**src/rtl/trdb_stream_buf.sv**
```systemverilog
// Trace output buffer: FWFT FIFO for packet and register-dump words feeding a
// valid/ready stream, with a drain-then-confirm flush handshake to the register block.
module trdb_stream_buf #(
    parameter int DEPTH      = 16,
    parameter int DATA_WIDTH = 32
) (
    input  logic                       clk_i,
    input  logic                       rst_i,
    input  logic                       trace_enable_i,
    input  logic                       packet_valid_i,
    input  logic [DATA_WIDTH-1:0]      packet_data_i,
    output logic                       packet_ready_o,
    input  logic                       dump_valid_i,
    input  logic [DATA_WIDTH-1:0]      dump_data_i,
    input  logic                       flush_stream_i,
    output logic                       flush_confirm_o,
    output logic                       stream_valid_o,
    output logic [DATA_WIDTH-1:0]      stream_data_o,
    input  logic                       stream_ready_i,
    output logic [$clog2(DEPTH):0]     fill_level_o,
    output logic                       overflow_o
);

    localparam int AW = $clog2(DEPTH);

    typedef enum logic [1:0] {IDLE, DRAIN, CONFIRM, WAIT} state_t;

    state_t                  state_reg;
    logic [DATA_WIDTH-1:0]   mem [DEPTH];
    logic [AW-1:0]           rptr_reg;
    logic [AW-1:0]           wptr_reg;
    logic [AW:0]             count_reg;
    logic                    overflow_reg;
    logic                    confirm_reg;

    logic                    full;
    logic                    empty;
    logic                    is_idle;
    logic                    push;
    logic                    pop;
    logic                    dump_drop;
    logic [DATA_WIDTH-1:0]   wdata;

    assign full    = (count_reg == (AW+1)'(DEPTH));
    assign empty   = (count_reg == '0);
    assign is_idle = (state_reg == IDLE);

    // Ready never looks at the sink side, so a full FIFO stalls the emitter even if a pop is due.
    assign packet_ready_o = ~rst_i & ~full & ~dump_valid_i & is_idle;

    // Dump strobes cannot be back-pressured: they win arbitration and are lost when they cannot land.
    assign push      = is_idle & (dump_valid_i ? ~full
                                               : (packet_valid_i & packet_ready_o & trace_enable_i));
    assign wdata     = dump_valid_i ? dump_data_i : packet_data_i;
    assign dump_drop = dump_valid_i & ((is_idle & full) | (state_reg == DRAIN) | (state_reg == WAIT));
    assign pop       = ~empty & stream_ready_i;

    always_ff @(posedge clk_i) begin
        if (push) begin
            mem[wptr_reg] <= wdata;
        end
    end

    always_ff @(posedge clk_i or posedge rst_i) begin
        if (rst_i) begin
            rptr_reg  <= '0;
            wptr_reg  <= '0;
            count_reg <= '0;
        end else begin
            if (pop) begin
                rptr_reg <= rptr_reg + AW'(1);
            end
            if (push) begin
                wptr_reg <= wptr_reg + AW'(1);
            end
            if (push && !pop) begin
                count_reg <= count_reg + (AW+1)'(1);
            end else if (pop && !push) begin
                count_reg <= count_reg - (AW+1)'(1);
            end
        end
    end

    always_ff @(posedge clk_i or posedge rst_i) begin
        if (rst_i) begin
            state_reg    <= IDLE;
            confirm_reg  <= 1'b0;
            overflow_reg <= 1'b0;
        end else begin
            confirm_reg <= 1'b0;
            if (state_reg == CONFIRM) begin
                overflow_reg <= 1'b0;
            end else if (dump_drop) begin
                overflow_reg <= 1'b1;
            end
            case (state_reg)
                IDLE: begin
                    if (flush_stream_i) begin
                        state_reg <= DRAIN;
                    end
                end
                DRAIN: begin
                    // The flush level is not re-sampled here: once started, a drain always confirms.
                    if (empty) begin
                        state_reg   <= CONFIRM;
                        confirm_reg <= 1'b1;
                    end
                end
                CONFIRM: begin
                    state_reg <= WAIT;
                end
                WAIT: begin
                    if (!flush_stream_i) begin
                        state_reg <= IDLE;
                    end
                end
                default: begin
                    state_reg <= IDLE;
                end
            endcase
        end
    end

    assign stream_valid_o  = ~empty;
    assign stream_data_o   = mem[rptr_reg];
    assign fill_level_o    = count_reg;
    assign flush_confirm_o = confirm_reg;
    assign overflow_o      = overflow_reg;

endmodule

```
**config.mk**
```make
export PLATFORM = sky130hd
export DESIGN_NAME = trdb_stream_buf
export DESIGN_NICKNAME = d
export VERILOG_FILES = /design/src/rtl/trdb_stream_buf.sv
export SDC_FILE = /design/constraint.sdc
export NUM_CORES = 1
export LEC_CHECK = 0
export CORE_ASPECT_RATIO = 0.5
export CORE_MARGIN = 1.5
export CORE_UTILIZATION = 25
export DETAILED_ROUTE_END_ITERATION = 16
export DONT_BUFFER_PORTS = 1
export GPL_TIMING_DRIVEN = 0
export PLACE_DENSITY = 0.49
export SYNTH_ARGS = -nofsm -noshare
export SYNTH_HDL_FRONTEND = slang
export SYNTH_SLANG_ARGS = --single-unit
```
**constraint.sdc**
```tcl
create_clock -name clk_i -period 10.9 [get_ports clk_i]
set_clock_uncertainty 0.15 [all_clocks]
set_input_delay 2.18 -clock clk_i [delete_from_list [all_inputs] [get_ports clk_i]]
set_output_delay 2.18 -clock clk_i [all_outputs]
set_load 0.1 [all_outputs]
```
; ---- Word level (Yosys, flattened, before mapping)
; Memories as Yosys holds them, arrays and structs flattened.
; Cells that the tools add are included.
[word_totals]
ff_bits = 17
latchBits = 0
mem_bits_rw = 512
mem_bits_ro = 0
inputBits = 71
out_inout_bits = 41
word_cells = 56
memories = 1
[mem_list]
columns = memory, depth, word_bits, rd, rd_ports_with_merged_regs, write_ports, line
row1 = mem, 16, 32, 1, 0, 1, 29  ; logic [DATA_WIDTH-1:0] mem [DEPTH];
[classes]
addsub = 4
mul = 0
n_div = 0
n_lt_le_gt_ge = 0
n_eq_ne = 7
n_shift = 0
n_mux = 14
n_bitwise = 15
reduce_logical = 9
[op_table]
columns = operator, n
row1 = $mux 32, 1
row2 = $mux 5, 2
row3 = $and 1x1->1, 9
row4 = $add 4x1->4 const B, 2
row5 = $pmux 2 s4, 1
row6 = $mux 1, 7
row7 = $mux 2, 3
row8 = $ne 2x2->1 const B, 3
row9 = $add 5x1->5 const B, 1
row10 = $eq 5x5->1 const B, 1
row11 = $logic_not 5->1, 1
row12 = $sub 5x1->5 const B, 1
row13 = $eq 2x2->1 const B, 2
row14 = $not 1->1, 4
row15 = $reduce_bool 2->1, 2
row16 = $reduce_and 3->1, 1
row17 = $eq 2x1->1 const B, 1
row18 = $logic_and 1x1->1, 2
row19 = $logic_not 1->1, 2
row20 = $logic_not 2->1, 1
row21 = $or 1x1->1, 2

; ---- Logic depth before layout (Yosys ltp)
; Gate-level depths: netlist (run 1).
[depth]
ltp_word = 13
depth_mapped = 11

; ---- Least setup slack after synthesis (run 1)
; No wires, ideal clock.
[synth_path]
path_type = input-to-output
startpoint = input dump_valid_i
endpoint = output packet_ready_o
t_arrival_ns = 7.348
path_slack_ns = 1.222
stages = 3
path_buffers = 2
cell_sequence = clkbuf_1 buf_1 a2111oi_0
[synth_via]
elab_chain_len = 3
[synth_lines]
columns = item, line
row1 = "start, declared", 13  ; input logic dump_valid_i,
row2 = $not 1->1, 49  ; assign packet_ready_o = ~rst_i & ~full & ~dump_valid_i & is_idle;
row3 = $and 1x1->1 (2 in a row), 49
row4 = "end, declared", 12  ; output logic packet_ready_o,
; Every way passes these cells.

; ---- Worst setup path after layout (run 1)
; Same ends and word-level chain as after synthesis.

==> out/metrics.csv, run 1 <==
metric,value,unit
path_max_fanout,10,
synthDistinctLibCells,37,
numCtsBuffers,53,
place_inst,2098,
pre_cts_slack,4.18,ns
max_freq,0.151,GHz
worst_pin_slew,1.18,ns
report.final.slew_viol_count,0,
syn-cell-area,20600,um2
hold_start,rptr_reg[3],
reg2reg_to,fill_level_o[4],
yosysTopAreaCell,edfxtp_1,
power.total,6.83,mW
post_cts_buffers,0,
rrSetupSlack,7.10,ns
drc,0,
max-vdd-ir-drop,0.127,mV
netlist_instances,945,
synthArstFlopShare,3.21,%
htreeDepth,2,
synth.avg_cell_area,21.8,um2
grt_antenna_before_repair,0,
gr-usage-all-layers,11.7,%
rows,74,
postRouteWirelength,49700,um
synth_flop_cell,edfxtp_1,
arrival,4.29,ns
synth-edff-count,512,
core,81700,um2
place.gp.congestion,0.723,
grt_max_degree,23,
drt_first_pass_iters,5,
layout-drive-gt1-share,29.3,%
worstPathRequired,8.57,ns
synth-seq-cells,529,
syn_to_final_growth,17.8,%
rr_worst_depth,10,
maxSlewHeadroom,21.5,%
ant_nets,0,
nNetsFinal,1137,
startpoint_type,primary input,
ys_warn_count,0,
die-width,409,um
cap_viol_max_count,0,
cts_resized,0,
grt_pass1_vias,10447,
vias,9732,
rsz0062_at_grt,no,
powerDensity,281,nW/um2
fill_cells,7906,
crit_type,primary input to output pin,
cts_root_buffer,clkbuf_16,
p_leak,7.55,nW
ys_seq_area_share,76.6,%
syn-num-nets,1031,
diodes,0,
cts.sinks,529,
regMostFlops,mem,
initialDrtViolationCount,986,
die_h,206,um
hp-class,flop to flop,
min_to,rptr_reg[3],
r2r-start,fill_level_o[0],
hold_viol_final,0,
clk_path_buf_depth,3,
min_period,6.62,ns
cts_hold_buf,0,
via_per_inst,4.44,
finalCritPeriodShare,60.8,%
ios,112,
largest_register_ffs,512,
grt_overflow,0,
cts_tree,done,
min_path_cells,1,
yosys.area.top_type_share,74.6,%
synthTopCellsByArea,"edfxtp_1 (75%), mux4_2 (14%), a22oi_1 (2.3%)",
grt_pass1_wl,71600,um
endpoint_kind,output pin,
wl_per_cell,22.7,um
outcome,"finished, final reports clean",
clk_latency,0.59,ns
design_area,24300,um2
place_area,22700,um2
port_buffers,0,
fp.dieArea,84300,um2
initial_core_util,25.2,%
setup_slack,4.28,ns
dpl.hpwl,32000,um
setup_violations,0,
path_clk_slew,0.06,ns
final_cells,2190,
==> cells in the mapped netlist, drive strengths merged (7+ instances only) <==
cell and count:
clkbuf 31, inv 15, mux4 128, nor2 9, nand2 44, edfxtp 512, xnor2 7, ha 14
mux2 34, buf 20, a22oi 64, dfrtp 17
==> report_power, final <==
group / leakage, nW / switching (mW) / total, mW / internal (mW)
Combinational: 1.95 / 1.94 / 2.61 / 0.675
Sequential: 4.81 / 0.144 / 2.50 / 2.36
Clock: 0.793 / 0.736 / 1.72 / 0.984
Total: 7.55 / 2.82 / 6.83 / 4.02
==> layout by cell type, fill, tap and decap left out, types with 2 or more instances in the layout <==
master	instances
bufinv_16	3
nand2_1	44
buf_4	26
buf_1	6
dfrtp_1	17
o211ai_1	4
ha_1	14
nor4_2	4
nor3_2	4
buf_2	14
clkinv_2	10
a21oi_1	3
mux2i_1	2
nor2_4	4
mux4_2	128
buf_6	14
edfxtp_1	512
and2_2	4
inv_1	14
nor2_1	5
clkbuf_1	41
clkinvlp_4	2
o21ai_0	4
nor2b_1	4
mux2_2	34
xor2_1	2
xnor2_1	7
buf_12	8
buf_16	2
nand3_1	4
clkinv_1	11
clkbuf_16	55
a22oi_1	64
==> worst max path at each step <==
stage / depth (start not counted) / endpoint / slack [ns] / from
after floorplan: 3 / packet_ready_o / 1.22 / dump_valid_i
after global placement: 3 / mem[3][14] / -0.36 / dump_valid_i
after detailed placement: 4 / packet_ready_o / 4.18 / dump_valid_i
after CTS: 4 / packet_ready_o / 4.19 / dump_valid_i
after global routing: 4 / packet_ready_o / 4.21 / dump_valid_i
final: 4 / packet_ready_o / 4.28 / dump_valid_i
==> worst max-delay path: stages <==
cell and delay (ns):
clkbuf_1 0.79, buf_1 0.94, a2111oi_2 0.12, buf_8 0.25
==> kinds of logic (layout without fill, tap and decap cells) <==
| family | count (synthesis) | in the layout | synth area share, % |
|---|---|---|---|
| buffers and inverters | 66 | 209 | 1.30 |
| AND/OR/NAND/NOR | 81 | 81 | 1.84 |
| flip-flops | 529 | 529 | 76.6 |
| multiplexers | 164 | 164 | 15.9 |
| XOR/XNOR | 9 | 9 | 0.382 |
| adder cells (fa/ha/maj) | 15 | 15 | 0.947 |
| AO/OA/AOI/OAI | 81 | 81 | 2.97 |
==> metrics by stage <==
stage / hold slack (ns) / setup TNS [ns] / utilization, %
final: 0.425 / 0 / 29.7
after global routing: 0.448 / 0 / 29.7
after CTS: 0.414 / 0 / 29.7
after detailed placement: 0.401 / 0 / 27.8
after global placement: 0.390 / -42.20 / 26.9
after floorplan: 0.340 / 0 / -
==> metal layers <==
| metal | track usage, % | wire length (um) | part of all wire [%] | vias to the layer above |
|---|---|---|---|---|
| li1 | - | - | - | 4182 |
| met2 | 20.4 | 25100 | 51 | 229 |
| met3 | 1.46 | 2050 | 4.1 | 73 |
| met4 | 4.09 | 1360 | 2.7 | 0 |
| met1 | 15.0 | 21200 | 43 | 5248 |
| met5 | 0 | 0 | 0 | - |
==> cell type report <==
cell class / count / area, um2 / share of cell area, %
clock inverter: 27 / 205 / 0.845
multi-input combinational: 350 / 4640 / 19.1
buffer: 51 / 209 / 0.860
clock buffer: 65 / 1410 / 5.82
sequential: 529 / 15800 / 65.1
tap: 1102 / 1380 / 5.68
timing repair buffer: 51 / 583 / 2.40
inverter: 15 / 58.8 / 0.242
No activity file was read; power rests on OpenSTA's default activity.
==> inputs of run 2 (changes only) <==
PLACE_DENSITY = 0.51   (was 0.49)
clock period = 5.7 ns   (was 10.9 ns; I/O delays follow)
==> run 2 against run 1 <==
  * Via count rose by 0.16%
  * Combinational power rose by 90%
  * Final area rose by 1.3%
  * Routed wire length fell by 2.1%
  * Critical path depth rose by 1
  * Global-route usage fell by 0.33 points
  * Power rose by 99%
  * Cell count rose by 0.41%
  * Sequential cell count did not move
  * Die area did not move
  * Register-to-register slack got worse by 5.2 ns
==> out/metrics.csv, run 2 (synthesized netlist as in run 1, its figures left out) <==
metric,value,unit,change
max-vdd-ir-drop,0.225,mV,+77%
numCtsBuffers,55,,+3.8%
grt_max_degree,19,,-17%
top_layer,met4,,
outcome,"finished, final reports clean",,
cts_resized,0,,unchanged
post_cts_buffers,0,,unchanged
maxSlewHeadroom,5.51,%,-16 points
cts.sinks,529,,unchanged
drt_first_pass_iters,5,,unchanged
clk_path_buf_depth,3,,unchanged
p_leak,7.70,nW,+2.0%
core,81700,um2,unchanged
die_h,206,um,unchanged
fp.dieArea,84300,um2,unchanged
drc,0,,unchanged
ant_nets,0,,unchanged
setup_violations,0,,unchanged
cpMostUsedCell,clkbuf_1,,
hold_viol_final,0,,unchanged
worstPathRequired,4.41,ns,-4.16 ns
die-width,409,um,unchanged
crit_slowest_cell,clkbuf_1,,
initial_core_util,25.2,%,unchanged
syn_to_final_growth,19.4,%,
critPathMaxStageDelay,0.76,ns,-0.18 ns
path_clk_slew,0.07,ns,about the same
drt-met1-wl,19700,um,-6.9%
wl_met2,25500,um,+1.6%
cts_tree,done,,
path_buf_inv,2,,-1
wl_per_cell,22.1,um,-2.5%
report.final.slew_viol_count,0,,unchanged
nNetsFinal,1136,,-0.088%
hp-class,primary input to async pin,,
cp_cell_sequence,clkbuf_1 > clkbuf_1 > mux4_2 > a22oi_1 > nand2_1,,
place.gp.congestion,0.709,,-1.9%
rsz0062_at_grt,no,,
regArea,15800,um2,unchanged
cts_root_buffer,clkbuf_16,,
min_period,5.15,ns,
ios,112,,unchanged
dpl.hpwl,32200,um,+0.55%
rrSetupSlack,1.93,ns,-5.17 ns
diodes,0,,unchanged
layout-drive-gt1-share,30.3,%,+0.94 points
wl_met3,2220,um,+8.3%
rows,74,,unchanged
layout_common_cells,"edfxtp_1 (512), mux4_2 (128), a22oi_1 (64), clkbuf_16 (56), nand2_1 (44)",,
grt_overflow,0,,unchanged
startpoint_type,flop,,
gr-usage-all-layers,11.3,%,-0.33 points
max_freq,0.194,GHz,
initialDrtViolationCount,748,,-24%
grt_pass1_wl,70000,um,-2.2%
cts_hold_buf,0,,unchanged
utilization,30.1,%,+0.40 points
endpoint_kind,output pin,,
power.total,13.6,mW,+99%
rr_worst_depth,10,,unchanged
regMostFlops,mem,,
largest_register_ffs,512,,unchanged
finalCritPeriodShare,90.3,%,
crit_type,flop to output pin,,
multi_input_area,4650,um2,+0.27%
port_buffers,0,,unchanged
arrival,3.86,ns,-0.43 ns
layout_commonest_cell,edfxtp_1,,
fin_hold_ws,0.378,ns,-0.0469 ns
vias,9748,,+0.16%
r2r-start,fill_level_o[0],,
reg2reg_to,fill_level_o[4],,
path_max_fanout,10,,unchanged
startpoint,rptr_reg[1],,
path_delay_family,buffers and inverters,,
fill_cells,7870,,-0.46%
clk_latency,0.60,ns,about the same
powerDensity,553,nW/um2,+97%
worst_pin_slew,1.42,ns,+0.239 ns
grt_antenna_before_repair,0,,unchanged
postRouteWirelength,48700,um,-2.1%
cap_viol_max_count,0,,unchanged
via_per_inst,4.43,,-0.25%
htreeDepth,2,,unchanged
grt_pass1_vias,10463,,+0.15%
-- run 2: changes by cell type in the layout (fill, tap and decap cells not counted) --
cell,previous run,this run
buf_6,14,24
clkinv_2,10,14
clkbuf_1,41,34
clkinv_1,11,14
buf_16,2,0
bufinv_16,3,13
a2111oi_4,0,1
clkinv_8,0,1
buf_8,1,0
buf_4,26,16
a2111oi_2,1,0
clkbuf_16,55,56
-- run 2: routing by layer --
metal | vias to the layer above | track usage, %
met5 | - | 0
met4 | 0 | 3.93
met3 | 71 | 1.42
met2 | 271 | 20.5
met1 | 5220 | 14.0
li1 | 4186 | -
-- run 2: report_power, final --
part	leakage (nW)	total [mW]	internal (mW)	switching, mW
clock network	0.966	3.86	2.37	1.48
logic	1.93	4.97	1.29	3.69
registers	4.81	4.78	4.51	0.274
total	7.70	13.6	8.17	5.44
-- run 2: stage by stage --
stage | instances | setup WS, ns | setup TNS [ns] | instance area (um2)
global placement | 2047 | -4.40 | -917.35 | 22000
detailed placement | 2095 | 0.816 | 0 | 22600
floorplan | 945 | 0.308 | 0 | 20600
CTS | 2199 | 0.516 | 0 | 24600
global route | 2199 | 0.454 | 0 | 24600
finish | 2199 | 0.555 | 0 | 24600
-- run 2: worst max-delay path by stage --
| stage | slack [ns] | endpoint | depth (start not counted) |
|---|---|---|---|
| floorplan | 0.31 | mem[0][0] | 3 |
| global placement | -4.40 | mem[3][9] | 3 |
| detailed placement | 0.82 | packet_ready_o | 3 |
| CTS | 0.52 | stream_data_o[27] | 5 |
| global route | 0.45 | stream_data_o[8] | 5 |
| finish | 0.55 | stream_data_o[8] | 5 |
-- run 2: layout make-up --
type | count | area share, %
multi-input combinational | 350 | 18.9
clock inverter | 45 | 2.25
inverter | 15 | 0.239
clock buffer | 59 | 5.74
timing repair buffer | 48 | 2.24
buffer | 51 | 0.849
tap | 1102 | 5.60
sequential | 529 | 64.2
